### src/rtl/piso_pkg.sv
// Shared types and defaults for the PISO serializer slice.
// PISO_PARITY_EN (when defined) adds a trailing even-parity bit to every frame.
package piso_pkg;

  localparam int PISO_WIDTH_DEFAULT = 8;

  typedef enum logic [1:0] {
    IDLE   = 2'd0,
    SHIFT  = 2'd1,
    PARITY = 2'd2
  } state_t;

endpackage

### src/rtl/piso_parity_gen.sv
// Even-parity generator: XOR-reduce of a parallel data word.
// Only instantiated when PISO_PARITY_EN is defined.
module piso_parity_gen
  import piso_pkg::*;
#(
  parameter int WIDTH = PISO_WIDTH_DEFAULT
) (
  input  logic [WIDTH-1:0] i_data,
  output logic             o_parity
);

  assign o_parity = ^i_data;

endmodule

### src/rtl/piso_serializer.sv
// Parallel-in serial-out serializer with registered bit stream and frame_done pulse.
// Build option PISO_PARITY_EN appends one even-parity bit (state PARITY) to each frame.
module piso_serializer
  import piso_pkg::*;
#(
  parameter int WIDTH     = PISO_WIDTH_DEFAULT,
  parameter int MSB_FIRST = 1
) (
  input  logic             clk,
  input  logic             rst,
  input  logic [WIDTH-1:0] din,
  input  logic             din_valid,
  output logic             din_ready,
  output logic             out,
  output logic             out_valid,
  output logic             frame_done,
  output state_t           o_dbg_state
);

  localparam int            CW       = $clog2(WIDTH + 1);
  localparam logic [CW-1:0] LAST_IDX = CW'(WIDTH - 1);

  state_t           r_state, w_state_nxt;
  logic [WIDTH-1:0] r_shift, w_shift_nxt;
  logic [CW-1:0]    r_cnt, w_cnt_nxt;
  logic             r_out, w_out_nxt;
  logic             r_out_valid, w_out_valid_nxt;
  logic             w_last, w_xfer, w_first_bit, w_next_bit;
  logic [WIDTH-1:0] w_load_shift, w_adv_shift;

  // r_shift holds the bits not yet presented, aligned so the next one sits at the exit end.
  assign w_first_bit  = (MSB_FIRST != 0) ? din[WIDTH-1] : din[0];
  assign w_load_shift = (MSB_FIRST != 0) ? (din << 1) : (din >> 1);
  assign w_next_bit   = (MSB_FIRST != 0) ? r_shift[WIDTH-1] : r_shift[0];
  assign w_adv_shift  = (MSB_FIRST != 0) ? (r_shift << 1) : (r_shift >> 1);

`ifdef PISO_PARITY_EN
  logic w_din_parity;
  logic r_parity;

  piso_parity_gen #(.WIDTH(WIDTH)) u_parity_gen (
    .i_data   (din),
    .o_parity (w_din_parity)
  );

  always_ff @(posedge clk or negedge rst) begin
    if (!rst) begin
      r_parity <= 1'b0;
    end else if (w_xfer) begin
      r_parity <= w_din_parity;
    end
  end

  assign w_last = (r_state == PARITY);
`else
  assign w_last = (r_state == SHIFT) && (r_cnt == LAST_IDX);
`endif

  // Handshake: a word transfers on a rising edge where din_valid && din_ready.
  // din_ready is high in IDLE and on the final bit of a frame; held low during reset.
  assign din_ready   = rst && ((r_state == IDLE) || w_last);
  assign w_xfer      = din_valid && din_ready;
  assign frame_done  = w_last;
  assign out         = r_out;
  assign out_valid   = r_out_valid;
  assign o_dbg_state = r_state;

  always_comb begin
    w_state_nxt     = r_state;
    w_shift_nxt     = r_shift;
    w_cnt_nxt       = r_cnt;
    w_out_nxt       = r_out;
    w_out_valid_nxt = r_out_valid;
    if (w_xfer) begin
      w_state_nxt     = SHIFT;
      w_shift_nxt     = w_load_shift;
      w_cnt_nxt       = '0;
      w_out_nxt       = w_first_bit;
      w_out_valid_nxt = 1'b1;
    end else begin
      case (r_state)
        IDLE: begin
          w_out_nxt       = 1'b0;
          w_out_valid_nxt = 1'b0;
        end
        SHIFT: begin
          if (r_cnt == LAST_IDX) begin
`ifdef PISO_PARITY_EN
            w_state_nxt = PARITY;
            w_out_nxt   = r_parity;
            w_cnt_nxt   = r_cnt + 1'b1;
`else
            w_state_nxt     = IDLE;
            w_out_nxt       = 1'b0;
            w_out_valid_nxt = 1'b0;
            w_cnt_nxt       = '0;
`endif
          end else begin
            w_shift_nxt = w_adv_shift;
            w_out_nxt   = w_next_bit;
            w_cnt_nxt   = r_cnt + 1'b1;
          end
        end
        default: begin
          w_state_nxt     = IDLE;
          w_out_nxt       = 1'b0;
          w_out_valid_nxt = 1'b0;
          w_cnt_nxt       = '0;
        end
      endcase
    end
  end

  always_ff @(posedge clk or negedge rst) begin
    if (!rst) begin
      r_state     <= IDLE;
      r_shift     <= '0;
      r_cnt       <= '0;
      r_out       <= 1'b0;
      r_out_valid <= 1'b0;
    end else begin
      r_state     <= w_state_nxt;
      r_shift     <= w_shift_nxt;
      r_cnt       <= w_cnt_nxt;
      r_out       <= w_out_nxt;
      r_out_valid <= w_out_valid_nxt;
    end
  end

endmodule

### config.mk
export PLATFORM = sky130hd
export DESIGN_NAME = piso_serializer
export DESIGN_NICKNAME = d
export VERILOG_FILES = /design/src/rtl/piso_pkg.sv /design/src/rtl/piso_parity_gen.sv /design/src/rtl/piso_serializer.sv
export SDC_FILE = /design/constraint.sdc
export NUM_CORES = 1
export LEC_CHECK = 0
export ABC_AREA = 1
export BUFFER_PORTS_ARGS = -buffer_cell sky130_fd_sc_hd__buf_2
export CAP_MARGIN = 10
export CORE_MARGIN = 2
export CORE_UTILIZATION = 45
export CTS_CLUSTER_DIAMETER = 60
export DETAILED_ROUTE_END_ITERATION = 10
export PLACE_DENSITY = 0.72
export SETUP_SLACK_MARGIN = 0.1
export SYNTH_ARGS = -nofsm -noshare
export SYNTH_HDL_FRONTEND = slang
export SYNTH_SLANG_ARGS = --single-unit
### constraint.sdc
create_clock -name clk -period 1.1 [get_ports clk]
set_input_delay 0.22 -clock clk [delete_from_list [all_inputs] [get_ports clk]]
set_output_delay 0.22 -clock clk [all_outputs]
set_load 0.05 [all_outputs]
==> impl_results.md, run 1 <==
- Sequential area share after synthesis: 0.496
- Cell with the most instances after synthesis: nand2_1
- Die Y: 43.6 microns
- Crit. End Element: output pin
- Met2 usage: 0.353
- GRT met1 Usage: 0.266
- Largest net degree at the start of global routing: 11
- Total Die Area: between 1500 and 2000 sq um
- Syn Nets: 92
- Die extent in x: 43.6 microns
- ANT cells: 0
- Total number of vias: 692
- Final hold violation count: 0
- Yosys warns: 0
- Number of synthesized flops with an enable pin: 0
- Most instantiated cells after synthesis: nand2_1, dfrtp_1, nand3_1
- VDD IR max: 1.72 mV
- CP max-delay cell: dfrtp_1
- Critical Path RT: 0.88 ns
- Multi-input logic area: roughly 370 sq um
- Crit path time final: roughly 1.5 ns
- Synth Register Bits: 14
- CP Class: reg -> out
- Final Skew: 0.00155 ns
- Initial DRC count: 6
- Ports: 17
- PortBufs: 15
- Status: finished, violations left
- Root buffer cell: clkbuf_4
- CTS tree: yes
- Vias per cell: about 5.2
- Rows: 14
- Final setup violation count: 17
- Share of layout cells above drive strength 1: 0.422
- Final Max Tran Viols: 0
- Hold Path Class: in -> async
- Count of different cell masters after synthesis: 19
- Core Util, Final: 0.745
- Nets@finish: 129
- HPWL Detailed: about 1200 microns
- CTS Buffer Depth: 2
- Post-route setup slack: -0.440 ns
- Antenna violations before repair: 0
- Final GP Congestion: 0.869
- Synth area leaders: dfrtp_1, nand2_1, nand4_1
- Grt total ovfl: 0
- Synth Flop Type: dfrtp_1
- Area Growth Syn to Fin: 57.3%
- CP arrival: 1.32 ns
- FF+latch area: 354 sq um
- Pwr/cell area: 2680 nW/um^2
- CTS H-tree depth: 1
- CTS Buf Count: 3
- Crit-path max cell delay: approximately 0.39 ns
- Wirelength, routed: 1770 microns
- Mapped cell area: 706 sq um
- GRT Overall Usage: 0.211
- GR Layer Usage met3: 0.0250
- Fillers: between 100 and 150
- WL/cell: 13.4 microns
- RSZ-0062 raised after global routing: true
- Reg clk slew, reported paths: around 0.09 ns
- Failing checks: negative setup slack
- First-pass GRT wire length: 2900 microns
- Final period util: 1.40
- DRC: 0
- Clk sink count: 14
- Worst-Skew Late Latency: 0.28 ns
- Vias in the first global route: 669
- Antenna-violating nets left: 0
- Cells after Synth: 80
- Fmax: between 600 and 700 MHz
- Initial Util: 0.474
- Asr flop ratio synth: 1.00
- Maxcap violations: 0
- First-pass iteration count of the detailed router: 4
- Core area: between 1000 and 1500 sq um
- Syn_area_per_cell: 8.82 sq um
- Pleak: 0.552 nW
- Critical Path, Cell by Cell: ha_4, nand3_4, nand2_8, inv_8, nor2_4, buf_8
- CP Max Fanout: 3
- Synth top area share: 0.496
- Setup TNS: -4.00 ns
- Yosys top cell by area: dfrtp_1
- Startpoint Class: flop
- Most Crowded Layer GR: met2
power by group:
group | leakage, nW | switching, W | internal [W] | total [W]
Sequential | 0.180 | 0.000194 | 0.000732 | 0.000927
Clock | 0.0210 | 0.000166 | 0.000201 | 0.000368
Combinational | 0.352 | 0.000876 | 0.000807 | 0.00168
worst max-delay path: cells and delay by family, from the launching register on:
family	cells	cell delay, ns
flip-flops	1	0.39
AND/OR/NAND/NOR	3	0.30
buffers and inverters	2	0.18
adder cells (fa/ha/maj)	1	0.17
final timing paths:
| check | startpoint | to | slack, ns | cells past startpoint |
|---|---|---|---|---|
| worst max-delay path | r_cnt[1]$_DFFE_PN0P_ | din_ready | -0.44 | 6 |
| worst min-delay path | rst | r_shift[1]$_DFFE_PN0P_ | 0.13 | 3 |
| worst max register to register | r_cnt[1]$_DFFE_PN0P_ | r_shift[4]$_DFFE_PN0P_ | -0.31 | 7 |
| worst min register to register | r_shift[2]$_DFFE_PN0P_ | r_shift[3]$_DFFE_PN0P_ | 0.51 | 2 |
| max in group asynchronous | rst | r_cnt[3]$_DFFE_PN0P_ | 0.42 | 3 |
| min in group clk | din[7] | out$_DFF_PN0_ | 0.16 | 3 |
per-layer routing:
| layer | wire (microns) | vias up |
|---|---|---|
| met5 | 0 | - |
| met4 | 18 | 0 |
| met3 | 51 | 2 |
| met2 | 956 | 10 |
| met1 | 744 | 332 |
| li1 | - | 348 |
state kept, by name (all words and copies together), names as in the netlist:
| name | flops |
|---|---|
| r_shift | 7 |
| r_cnt | 4 |
| o_dbg_state | 1 |
| out | 1 |
| out_valid | 1 |
cells by family (layout without fill, tap and decap cells):
kind of cell	count (synthesis)	after routing	synth area share
simple gates	41	41	0.291
xor+xnor	1	1	0.0124
fa+ha+maj	1	1	0.0177
flops	14	14	0.496
other cells	1	1	0.00531
buf+inv	11	47	0.0780
compound gates	11	11	0.0993
layout make-up:
| type | count | share of cell area |
|---|---|---|
| tap | 16 | 0.0180 |
| inverter | 7 | 0.0304 |
| clock buffer | 4 | 0.0327 |
| sequential | 14 | 0.319 |
| timing repair buffer | 36 | 0.265 |
| multi-input combinational | 55 | 0.335 |
cells in the final DEF (no fill, tap or decap), drive strengths merged:
master | netlist | layout
buf | 4 | 34
nand2 | 20 | 20
dfrtp | 14 | 14
nand3 | 11 | 11
nand4 | 8 | 8
inv | 7 | 7
o211ai | 6 | 6
o21ai | 4 | 4
clkbuf | 0 | 4
nor2 | 2 | 2
xnor2 | 1 | 1
a21oi | 1 | 1
ha | 1 | 1
conb | 1 | 1
dlymetal6s4s | 0 | 1
dlygate4sd3 | 0 | 1
per-stage QoR:
step	area, sq um	std cells	setup WS, ns	hold slack, ns	total power, W
after detailed placement	930	120	-0.238	0.0335	0.00224
after global routing	1110	132	-0.514	0.141	0.00317
after CTS	1060	129	-0.467	0.161	0.00289
final	1110	132	-0.440	0.132	0.00298
after global placement	930	120	-0.235	0.0326	0.00221
after floorplan	766	80	-0.246	-0.0756	0.00181
timing repair:
item,4_1_cts,5_1_grt
pin swaps,4,5
gates cloned,1,0
endpoints found under the hold margin,8,2
gates resized for setup,19,6
buffers inserted,3,2
hold buffers,1,1
endpoints found under the setup margin,19,19
Note: power is estimated with default switching activity, not from simulation.
==> run 2: changes to the inputs <==
==> constraint.sdc (replaced) <==
create_clock -name clk -period 1.1 [get_ports clk]
set_input_delay 0.055 -clock clk [delete_from_list [all_inputs] [get_ports clk]]
set_output_delay 0.055 -clock clk [all_outputs]
set_load 0.05 [all_outputs]
==> run 2 against run 1 <==
Highest routed layer unchanged; clock-buffer cell count is the same; critical path depth grew 2; routed wire length is 18% higher; the run still ends with negative setup slack left; register-to-register slack better by 0.04 ns; critical path type is now reg -> reg; core utilization grew 1.6 points; flip-flop and latch count is the same.
==> impl_results.md, run 2 (same netlist as run 1, synthesis figures left out) <==
- Grt total ovfl: 0 (unchanged)
- PortBufs: 15 (unchanged)
- Max reg flops: 7 (unchanged)
- Critical Path RT: 1.29 ns (was 0.88 ns)
- Core area: 1490 sq um (unchanged)
- Failing checks: negative setup slack (unchanged)
- Pleak: 0.554 nW (was 0.552 nW)
- Most frequent cells in the layout: nand2_1, dfrtp_1, buf_2 (was nand2_1, buf_4, dfrtp_1)
- CP max-delay cell: dfrtp_1 (unchanged)
- CTS Buf Count: 3 (unchanged)
- Status: finished, violations left (unchanged)
- VDD IR max: 1.76 mV (was 1.72 mV)
- Maxcap violations: 0 (unchanged)
- First-pass GRT wire length: 3070 microns (was 2900 microns)
- Initial DRC count: 27 (was 6)
- Share of layout cells above drive strength 1: 0.470 (was 0.422)
- Total power: 0.00321 W (was 0.00298 W)
- Comb power frac: 0.597 (was 0.565)
- Fillers: 100 (was 107)
- CTS H-tree depth: 1 (unchanged)
- CP Class: reg -> reg (was reg -> out)
- Vias in the first global route: 665 (was 669)
- CTS Buffer Depth: 2 (unchanged)
- GRT Overall Usage: 0.229 (was 0.211)
- Fmax: 728 MHz (was 650 MHz)
- WL/cell: 15.9 microns (was 13.4 microns)
- Worst hold slack: 0.0238 ns (was 0.132 ns)
- Total Die Area: 1900 sq um (unchanged)
- Initial Util: 0.474 (unchanged)
- Crit. End Element: flop (was output pin)
- Area Growth Syn to Fin: 60.6% (was 57.3%)
- Wirelength, routed: 2080 microns (was 1770 microns)
- Root buffer cell: clkbuf_4 (unchanged)
- Commonest non-fill, non-tap cell in the layout: nand2_1 (unchanged)
- First-pass iteration count of the detailed router: 4 (unchanged)
- Nets@finish: 128 (was 129)
- CTS tree: yes (unchanged)
- Vias per cell: 5.57 (was 5.24)
- CP Max Fanout: 5 (was 3)
- Rows: 14 (unchanged)
- ANT cells: 0 (unchanged)
- Biggest register: r_shift (unchanged)
- Placed Cells: 117 (was 120)
- Final Max Tran Viols: 0 (unchanged)
- Pwr/cell area: 2830 nW/um^2 (was 2680 nW/um^2)
- Final setup violation count: 16 (was 17)
- Antenna-violating nets left: 0 (unchanged)
- Final GP Congestion: 0.826 (was 0.869)
- Post-route setup slack: -0.273 ns (was -0.440 ns)
- Critical Path, Cell by Cell: ha_4, nand3_4, nand2_4, buf_6, buf_4, nand3_4, nand3_2, nand2_1 (was ha_4, nand3_4, nand2_8, inv_8, nor2_4, buf_8)
- Post-Place Worst Slack: -0.0951 ns (was -0.238 ns)
- Fin cells: 131 (was 132)
- DRC: 0 (unchanged)
- Seq pwr share: 0.284 (was 0.311)
- Worst-Skew Late Latency: 0.29 ns (was 0.28 ns)
- Crit-path max cell delay: 0.40 ns (was 0.39 ns)
- Largest regs: r_shift (7), r_cnt (4) (unchanged)
- Crit path time final: 1.37 ns (was 1.54 ns)
- Clock power share: 0.119 (was 0.123)
- Final hold violation count: 0 (unchanged)
- Int Pwr: 0.00185 W (was 0.00174 W)
- HPWL Detailed: 1090 microns (was 1200 microns)
- Reg clk slew, reported paths: 0.09 ns (about the same)
- Die extent in x: 43.6 microns (unchanged)
- Total number of vias: 730 (was 692)
- Ports: 17 (unchanged)
- Sw Ratio: 0.423 (was 0.415)
- Most used cell, CP: nand3_4
- Final Skew: 0.00319 ns (was 0.00155 ns)
- CP arrival: 1.56 ns (was 1.32 ns)
- Startpoint Class: flop (unchanged)
- Clk sink count: 14 (unchanged)
- Antenna violations before repair: 0 (unchanged)
- Final period util: 1.25 (was 1.40)
- Reg-to-reg setup timing slack: -0.27 ns (was -0.31 ns)
- Largest net degree at the start of global routing: 17 (was 11)
- Die Y: 43.6 microns (unchanged)
- RSZ-0062 raised after global routing: true (unchanged)
- NetSw: 0.00136 W (was 0.00124 W)
- Hold Path Class: in -> reg (was in -> async)
[run 2: cell count changes in the layout (fill, tap and decap cells not counted), moves of 2 or more]
cell | before | now
buf_4 | 15 | 8
nand2_1 | 19 | 15
nand2_2 | 0 | 4
buf_12 | 0 | 2
buf_6 | 7 | 9
o21ai_1 | 3 | 1
[run 2: final timing paths]
check / depth (start not counted) / to / startpoint
setup / recovery: 8 / r_shift[1]$_DFFE_PN0P_ / r_cnt[1]$_DFFE_PN0P_
hold / removal: 3 / r_shift[1]$_DFFE_PN0P_ / din[0]
setup reg to reg: 8 / r_shift[1]$_DFFE_PN0P_ / r_cnt[1]$_DFFE_PN0P_
hold reg to reg: 2 / r_shift[3]$_DFFE_PN0P_ / r_shift[2]$_DFFE_PN0P_
max in group asynchronous: 3 / o_dbg_state[0]$_DFFE_PN0P_ / rst
min in group asynchronous: 2 / out$_DFF_PN0_ / rst
[run 2: routing by layer]
layer	share of wire	track usage	up-vias
met5	0	0	-
met4	0.019	0.145	0
met3	0.045	0.0250	5
met2	0.52	0.362	21
met1	0.41	0.296	352
li1	-	-	352
[run 2: power by group through the flow]
stage,Sequential [W],Combinational (W),Clock [W]
2_1_floorplan,0.00104,0.000700,0
3_3_place_gp,0.000894,0.00128,0
3_5_place_dp,0.000904,0.00131,0
4_1_cts,0.000890,0.00159,0.000382
5_1_grt,0.000925,0.00204,0.000395
6_report,0.000912,0.00192,0.000381
[run 2: critical path, delay by kind of cell (launching register included)]
| kind | cells | cell delay (ns) |
|---|---|---|
| and+or+nand+nor | 5 | 0.43 |
| DFF | 1 | 0.40 |
| buffers and inverters | 2 | 0.25 |
| adders and majority gates | 1 | 0.17 |
[run 2: per-stage QoR]
| step | setup TNS (ns) | area (sq um) | util |
|---|---|---|---|
| 2_1_floorplan | -0.819 | 744 | - |
| 3_3_place_gp | -0.446 | 911 | 0.612 |
| 3_5_place_dp | -0.693 | 911 | 0.612 |
| 4_1_cts | -2.38 | 1060 | 0.714 |
| 5_1_grt | -4.08 | 1130 | 0.761 |
| 6_report | -3.32 | 1130 | 0.761 |
[run 2: layout make-up]
class,instances,area [sq um],area share
well taps,16,20.0,0.0177
multi-input cells,55,370,0.327
repair buffers,35,324,0.286
inverters,7,31.3,0.0276
clock buffers,4,36.3,0.0320
flip-flops and latches,14,352,0.310
[run 2: timing repair]
action,4_1_cts,5_1_grt
buffers inserted,6,2
resized for setup,18,10
pin swaps,5,6
endpoints found under the hold margin,15,0
hold buffers,2,0
setup endpoints to repair,17,18
gates cloned,0,1
